**src/rtl/urv_dmem_bridge_if.sv**
```systemverilog
`default_nettype none
// ============================================================================
// Module      : urv_dmem_bridge_if
// Description : Pipelined Wishbone bus bundle between the uRV data-memory
//               bridge (master) and the system interconnect (slave).
// Revision    : 1.0 - initial release
// ============================================================================
interface urv_dmem_bridge_if;
    logic [31:0] wb_adr_o;
    logic [31:0] wb_dat_o;
    logic [3:0]  wb_sel_o;
    logic        wb_we_o;
    logic        wb_cyc_o;
    logic        wb_stb_o;
    logic [31:0] wb_dat_i;
    logic        wb_ack_i;
    logic        wb_err_i;
    logic        wb_stall_i;

    modport master (
        output wb_adr_o, wb_dat_o, wb_sel_o, wb_we_o, wb_cyc_o, wb_stb_o,
        input  wb_dat_i, wb_ack_i, wb_err_i, wb_stall_i
    );

    modport slave (
        input  wb_adr_o, wb_dat_o, wb_sel_o, wb_we_o, wb_cyc_o, wb_stb_o,
        output wb_dat_i, wb_ack_i, wb_err_i, wb_stall_i
    );
endinterface
`default_nettype wire

```
**src/rtl/urv_dmem_bridge.sv**
```systemverilog
`default_nettype none
// ============================================================================
// Module      : urv_dmem_bridge
// Description : uRV execute-stage data-memory responder. Turns single-cycle
//               load/store strobes into pipelined Wishbone master cycles, one
//               outstanding access at a time, with bus-error and timeout
//               reporting back to the core.
// Revision    : 1.0 - initial release
// ============================================================================
module urv_dmem_bridge #(
    parameter int unsigned g_timeout_cycles = 255,
    parameter int unsigned g_posted_stores  = 1
) (
    input  wire logic        clk_i,
    input  wire logic        rst_n_i,

    input  wire logic [31:0] dm_addr_i,
    input  wire logic [31:0] dm_data_s_i,
    input  wire logic [3:0]  dm_data_select_i,
    input  wire logic        dm_load_i,
    input  wire logic        dm_store_i,
    output logic             dm_ready_o,
    output logic [31:0]      dm_data_l_o,
    output logic             dm_load_done_o,
    output logic             dm_store_done_o,
    output logic             dm_bus_error_o,
    output logic [31:0]      dm_err_addr_o,

    urv_dmem_bridge_if.master wb
);

    typedef enum logic [1:0] {
        ST_IDLE = 2'd0,
        ST_REQ  = 2'd1,
        ST_WAIT = 2'd2
    } state_t;

    localparam logic [15:0] c_timeout = g_timeout_cycles[15:0];
    localparam bit          c_posted  = (g_posted_stores != 0);

    state_t      state_q;
    logic [15:0] cnt_q;
    logic [15:0] cnt_d;

    logic [31:0] wb_adr_q;
    logic [31:0] wb_dat_q;
    logic [3:0]  wb_sel_q;
    logic        wb_we_q;
    logic        wb_cyc_q;
    logic        wb_stb_q;

    logic [31:0] data_l_q;
    logic        load_done_q;
    logic        store_done_q;
    logic        bus_error_q;
    logic [31:0] err_addr_q;

    logic        busy;
    logic        resp_ok;
    logic        ack_seen;
    logic        err_seen;
    logic        timeout;
    logic        finish;
    logic        fail;
    logic        is_store_req;

    // Completion decode: a response counts in WAIT, or in REQ once the
    // strobe has actually been taken (stall low).
    always_comb begin
        busy         = (state_q == ST_REQ) || (state_q == ST_WAIT);
        resp_ok      = (state_q == ST_WAIT) || ((state_q == ST_REQ) && !wb.wb_stall_i);
        cnt_d        = cnt_q + 16'd1;
        ack_seen     = resp_ok && wb.wb_ack_i;
        err_seen     = resp_ok && wb.wb_err_i;
        // cnt_q is 0 in the first bus cycle, so the abort fires after
        // exactly g_timeout_cycles cycles spent in REQ/WAIT.
        timeout      = busy && (cnt_d == c_timeout);
        finish       = ack_seen || err_seen || timeout;
        fail         = err_seen || (timeout && !ack_seen);
        is_store_req = dm_store_i && !dm_load_i;
    end

    // Bridge FSM with all bus and core-side outputs registered.
    always_ff @(posedge clk_i) begin
        if (!rst_n_i) begin
            state_q      <= ST_IDLE;
            cnt_q        <= 16'd0;
            wb_adr_q     <= 32'd0;
            wb_dat_q     <= 32'd0;
            wb_sel_q     <= 4'd0;
            wb_we_q      <= 1'b0;
            wb_cyc_q     <= 1'b0;
            wb_stb_q     <= 1'b0;
            data_l_q     <= 32'd0;
            load_done_q  <= 1'b0;
            store_done_q <= 1'b0;
            bus_error_q  <= 1'b0;
            err_addr_q   <= 32'd0;
        end else begin
            load_done_q  <= 1'b0;
            store_done_q <= 1'b0;
            bus_error_q  <= 1'b0;

            case (state_q)
                ST_IDLE: begin
                    if (dm_load_i || dm_store_i) begin
                        wb_adr_q <= dm_addr_i;
                        wb_dat_q <= dm_data_s_i;
                        wb_we_q  <= is_store_req;
                        // The core extracts bytes itself, so loads fetch the full word.
                        wb_sel_q <= is_store_req ? dm_data_select_i : 4'hF;
                        wb_cyc_q <= 1'b1;
                        wb_stb_q <= 1'b1;
                        cnt_q    <= 16'd0;
                        state_q  <= ST_REQ;
                        if (c_posted && is_store_req) begin
                            store_done_q <= 1'b1;
                        end
                    end
                end

                ST_REQ, ST_WAIT: begin
                    cnt_q <= cnt_d;
                    if (finish) begin
                        wb_cyc_q <= 1'b0;
                        wb_stb_q <= 1'b0;
                        state_q  <= ST_IDLE;
                        if (!wb_we_q) begin
                            load_done_q <= 1'b1;
                            data_l_q    <= fail ? 32'd0 : wb.wb_dat_i;
                        end else if (!c_posted) begin
                            store_done_q <= 1'b1;
                        end
                        if (fail) begin
                            bus_error_q <= 1'b1;
                            err_addr_q  <= wb_adr_q;
                        end
                    end else if ((state_q == ST_REQ) && !wb.wb_stall_i) begin
                        wb_stb_q <= 1'b0;
                        state_q  <= ST_WAIT;
                    end
                end

                default: begin
                    wb_cyc_q <= 1'b0;
                    wb_stb_q <= 1'b0;
                    state_q  <= ST_IDLE;
                end
            endcase
        end
    end

    assign dm_ready_o      = (state_q == ST_IDLE);
    assign dm_data_l_o     = data_l_q;
    assign dm_load_done_o  = load_done_q;
    assign dm_store_done_o = store_done_q;
    assign dm_bus_error_o  = bus_error_q;
    assign dm_err_addr_o   = err_addr_q;

    assign wb.wb_adr_o = wb_adr_q;
    assign wb.wb_dat_o = wb_dat_q;
    assign wb.wb_sel_o = wb_sel_q;
    assign wb.wb_we_o  = wb_we_q;
    assign wb.wb_cyc_o = wb_cyc_q;
    assign wb.wb_stb_o = wb_stb_q;

endmodule
`default_nettype wire

```
**src/flat_wrapper.sv**
```systemverilog
// flat-port wrapper written by rule: the top's interface ports become plain ports
module urv_dmem_bridge_flat 
#(
    parameter int unsigned g_timeout_cycles = 255,
    parameter int unsigned g_posted_stores  = 1
)
  (clk_i, rst_n_i, dm_addr_i, dm_data_s_i, dm_data_select_i, dm_load_i, dm_store_i, dm_ready_o, dm_data_l_o, dm_load_done_o, dm_store_done_o, dm_bus_error_o, dm_err_addr_o, wb_wb_adr_o, wb_wb_dat_o, wb_wb_sel_o, wb_wb_we_o, wb_wb_cyc_o, wb_wb_stb_o, wb_wb_dat_i, wb_wb_ack_i, wb_wb_err_i, wb_wb_stall_i);
  urv_dmem_bridge_if wb_i ();
  input  wire logic clk_i;
  input  wire logic rst_n_i;
  input  wire logic [31:0] dm_addr_i;
  input  wire logic [31:0] dm_data_s_i;
  input  wire logic [3:0] dm_data_select_i;
  input  wire logic dm_load_i;
  input  wire logic dm_store_i;
  output logic dm_ready_o;
  output logic [31:0] dm_data_l_o;
  output logic dm_load_done_o;
  output logic dm_store_done_o;
  output logic dm_bus_error_o;
  output logic [31:0] dm_err_addr_o;
  output wire logic [$bits(wb_i.wb_adr_o)-1:0] wb_wb_adr_o;
  output wire logic [$bits(wb_i.wb_dat_o)-1:0] wb_wb_dat_o;
  output wire logic [$bits(wb_i.wb_sel_o)-1:0] wb_wb_sel_o;
  output wire logic [$bits(wb_i.wb_we_o)-1:0] wb_wb_we_o;
  output wire logic [$bits(wb_i.wb_cyc_o)-1:0] wb_wb_cyc_o;
  output wire logic [$bits(wb_i.wb_stb_o)-1:0] wb_wb_stb_o;
  input wire logic [$bits(wb_i.wb_dat_i)-1:0] wb_wb_dat_i;
  input wire logic [$bits(wb_i.wb_ack_i)-1:0] wb_wb_ack_i;
  input wire logic [$bits(wb_i.wb_err_i)-1:0] wb_wb_err_i;
  input wire logic [$bits(wb_i.wb_stall_i)-1:0] wb_wb_stall_i;
  assign wb_wb_adr_o = wb_i.wb_adr_o;
  assign wb_wb_dat_o = wb_i.wb_dat_o;
  assign wb_wb_sel_o = wb_i.wb_sel_o;
  assign wb_wb_we_o = wb_i.wb_we_o;
  assign wb_wb_cyc_o = wb_i.wb_cyc_o;
  assign wb_wb_stb_o = wb_i.wb_stb_o;
  assign wb_i.wb_dat_i = wb_wb_dat_i;
  assign wb_i.wb_ack_i = wb_wb_ack_i;
  assign wb_i.wb_err_i = wb_wb_err_i;
  assign wb_i.wb_stall_i = wb_wb_stall_i;
  urv_dmem_bridge #(.g_timeout_cycles(g_timeout_cycles), .g_posted_stores(g_posted_stores)) u_core (.clk_i(clk_i), .rst_n_i(rst_n_i), .dm_addr_i(dm_addr_i), .dm_data_s_i(dm_data_s_i), .dm_data_select_i(dm_data_select_i), .dm_load_i(dm_load_i), .dm_store_i(dm_store_i), .dm_ready_o(dm_ready_o), .dm_data_l_o(dm_data_l_o), .dm_load_done_o(dm_load_done_o), .dm_store_done_o(dm_store_done_o), .dm_bus_error_o(dm_bus_error_o), .dm_err_addr_o(dm_err_addr_o), .wb(wb_i));
endmodule
```
**config.mk**
```make
export PLATFORM = sky130hd
export DESIGN_NAME = urv_dmem_bridge_flat
export DESIGN_NICKNAME = d
export VERILOG_FILES = /design/src/rtl/urv_dmem_bridge_if.sv /design/src/rtl/urv_dmem_bridge.sv /design/src/flat_wrapper.sv
export SDC_FILE = /design/constraint.sdc
export NUM_CORES = 1
export LEC_CHECK = 0
export BUFFER_PORTS_ARGS = -buffer_cell sky130_fd_sc_hd__buf_2
export CORE_MARGIN = 3
export CORE_UTILIZATION = 30
export CTS_CLUSTER_DIAMETER = 60
export DETAILED_ROUTE_END_ITERATION = 10
export PLACE_DENSITY = 0.53
export SETUP_SLACK_MARGIN = 0.15
export SKIP_LAST_GASP = 1
export SLEW_MARGIN = 30
export SYNTH_ARGS = -nofsm -noshare
export SYNTH_HDL_FRONTEND = slang
export SYNTH_SLANG_ARGS = --single-unit
```
**constraint.sdc**
```tcl
create_clock -name clk_i -period 8.12 [get_ports clk_i]
set_clock_uncertainty 0.2 [all_clocks]
set_input_delay 0.812 -clock clk_i [delete_from_list [all_inputs] [get_ports clk_i]]
set_output_delay 0.812 -clock clk_i [all_outputs]
set_load 0.01 [all_outputs]
```
==> results.py <==
metrics = {
    "pwr": {
        "ir_drop_mv": 0.1386,
        "power.density_nw_per_um2": 241.5,
        "leakagePower_nw": 3.612,
    },
    "logic_synthesis": {
        "ys_async_sr_fraction": 0,
        "synth_cell_type_count": 43,
        "yosysWarnings": 0,
        "synth.avg_cell_area_um2": 8.119,
        "synth_nets": 888,
        "synth_top_area_share": 0.4931,
        "synthTopCellsByArea": "dfxtp_1, nand2_1, a21oi_1, mux2i_1, nand3b_1",
        "synth_top_cell_by_area": "dfxtp_1",
        "ys_top_cells_by_count": "nand2_1, dfxtp_1, a21oi_1",
        "netlist_instances": 775,
        "synth-edff-count": 0,
        "syn_area_um2": 6292,
        "synth_seq_cells": 155,
        "synth_flop_cell": "dfxtp_1",
        "seq_area_frac_synth": 0.4931,
        "yosysMostFrequentCell": "nand2_1",
    },
    "min_path": {
        "holdPathStages": 2,
        "holdCritPathClass": "register to register",
        "hp-start": "u_core.wb.wb_dat_o[7]",
    },
    "placement": {
        "port_buffers": 245,
        "routabilityCongestion": 0.7664,
        "dp_hpwl_um": 12700,
        "dpl.cell_count": 1238,
    },
    "sta": {
        "final.period_utilization": 0.4649,
        "rsz0062_at_grt": "no",
        "finalHoldViolCount": 0,
        "period_minus_slack_ns": 3.775,
        "max_freq_mhz": 264.9,
        "drv_slew": 0,
        "worst-slew-pin-transition_ns": 0.9592,
        "tns_ns": 0,
        "setup_violations": 0,
        "fin_hold_ws_ns": 0.2529,
        "slew-limit-headroom": 0.3605,
    },
    "clock_tree": {
        "clk_latency_ns": 0.43,
        "clock-sinks": 155,
        "ctsResizeCount": 0,
        "post_cts.repair.setup_buffers": 0,
        "tritoncts": "built",
        "holdBufCountCts": 0,
        "cts_buffer_depth": 2,
        "htreeDepth": 4,
        "cts_buffers": 17,
        "ctsRootBufferMaster": "clkbuf_16",
        "clk_pin_slew_ns": 0.07,
    },
    "worst_setup_path": {
        "cp_common_cell": "buf_4",
        "crit_type": "register to register",
        "cp_cell_sequence": "inv_1, ha_1, buf_4, nand2_1, or4_1, a2111oi_4, nand3_1, a211oi_4, buf_4, mux2i_1",
        "cpPeakStageDelay_ns": 0.50,
        "crit_path_start_kind": "register",
        "critical_path_required_ns": 8.26,
        "ff2ff_path_depth": 10,
        "r2r_start": "u_core.state_q[1]",
        "endpoint_kind": "register",
        "path_max_fanout": 48,
        "worst_path_max_delay_cell": "a2111oi_4",
        "cp.arrival_ns": 3.92,
        "reg2reg_setup_slack_ns": 4.34,
        "crit_start": "u_core.state_q[1]",
    },
    "route": {
        "vias": 5943,
        "drt_first_iter_violations": 267,
        "routedWlPerCell_um": 14.80,
        "via_per_inst": 4.680,
        "post-route-drc-count": 0,
        "wl_um": 18790,
        "dr.pass1.iters": 4,
        "drtAntennaViolNets": 0,
    },
    "global_route": {
        "grt_start_max_net_pins": 88,
        "antenna_found_initial": 0,
        "overflow": 0,
        "grt_pass1_vias": 5546,
        "grt_pass1_wl_um": 29300,
        "grt_use_total": 0.1614,
    },
    "final_layout": {
        "multi_input_area_um2": 2953,
        "syn_to_final_growth_pct": 32.13,
        "layout-drive-gt1-share": 0.2970,
        "fin_nets": 1100,
        "final-seq-area_um2": 3103,
        "diodes": 0,
        "fin_cells": 1270,
        "final_core_util": 0.4070,
        "fillCellCount": 2186,
    },
    "die": {
        "boundaryPins": 246,
        "row_count": 52,
        "coreArea_um2": 20430,
        "start_util": 0.3080,
        "die_x_um": 150.8,
        "die_h_um": 150.8,
        "die_area_um2": 22750,
    },
    "run_status": {
        "status": "finished, final reports clean",
    },
    "flow_run": {
        "drv_cap": 0,
    },
}
[state kept, by name (all words and copies together) (netlist names)]
register and flops:
u_core.wb.wb_we_o 1, u_core.wb.wb_dat_o 32, u_core.dm_load_done_o 1, u_core.dm_store_done_o 1, u_core.dm_bus_error_o 1, u_core.dm_data_l_o 32
u_core.wb.wb_sel_o 4, u_core.wb.wb_adr_o 32, u_core.cnt_q 16, u_core.state_q 2, u_core.wb.wb_cyc_o 1, u_core.dm_err_addr_o 32
[routing by layer]
| metal | GRT usage | wire length (um) |
|---|---|---|
| met5 | 0 | 0 |
| met4 | 0.04488 | 183 |
| met3 | 0.05715 | 1624 |
| met2 | 0.2597 | 8581 |
| met1 | 0.2054 | 8400 |
[placed cells by master, fill, tap and decap left out, drive strengths merged, types with 2 or more instances in the layout]
| cell type | instances |
|---|---|
| dfxtp | 155 |
| nor2b | 7 |
| inv | 17 |
| nand3b | 34 |
| a211oi | 5 |
| mux2i | 32 |
| a22oi | 3 |
| or3 | 3 |
| buf | 254 |
| a32oi | 2 |
| nand2 | 221 |
| nor4 | 3 |
| clkbuf | 18 |
| clkinvlp | 3 |
| o21ai | 39 |
| a21o | 2 |
| nor2 | 31 |
| o22ai | 5 |
| a31oi | 2 |
| ha | 6 |
| nand3 | 7 |
| xnor2 | 2 |
| a21oi | 114 |
| nand4 | 8 |
| or4 | 2 |
| nor3 | 11 |
[path summary, 6_finish.rpt]
check,endpoint
setup / recovery,u_core.dm_data_l_o[14]
hold / removal,u_core.wb.wb_dat_o[7]
setup reg to reg,u_core.dm_data_l_o[14]
hold reg to reg,u_core.wb.wb_dat_o[7]
[kinds of logic (layout without fill, tap and decap cells)]
family | count (synthesis) | in the layout | share of synthesized area
compound gates | 180 | 180 | 0.1603
simple gates | 331 | 331 | 0.2352
buf+inv | 69 | 294 | 0.04573
xor+xnor | 2 | 2 | 0.002784
flops | 155 | 155 | 0.4931
fa+ha+maj | 6 | 6 | 0.01193
mux | 32 | 32 | 0.05091
[area by class of cell]
type / instances / area share
Timing Repair Buffer: 254 / 0.1556
Clock buffer: 18 / 0.05282
Inverter: 8 / 0.003913
Clock inverter: 14 / 0.01866
Tap cell: 270 / 0.04063
Sequential cell: 155 / 0.3732
Multi-Input combinational cell: 551 / 0.3552
[worst max-delay path, delay by kind of cell (launching register included)]
family	cells	cell delay, ns
AOI/OAI and AO/OA	2	0.76
adders and majority gates	1	0.27
buffers and inverters	3	1.01
DFF	1	0.40
muxes	1	0.27
and+or+nand+nor	3	0.75
[metrics by stage]
| step | worst slack (ns) | total power, mW | cell area (um^2) |
|---|---|---|---|
| after floorplan | 5.214 | 1.083 | 6292 |
| after global placement | 4.365 | 1.235 | 7720 |
| after detailed placement | 4.299 | 1.236 | 7720 |
| after CTS | 4.282 | 2.045 | 8314 |
| after global routing | 4.031 | 2.120 | 8314 |
| final | 4.345 | 2.008 | 8314 |
[power by group]
group	total (mW)	switching (mW)	internal (mW)
clock network	0.799	0.354	0.445
registers	0.847	0.0339	0.813
logic	0.362	0.238	0.125
total	2.01	0.626	1.38
(Power assumes the default switching activity.)
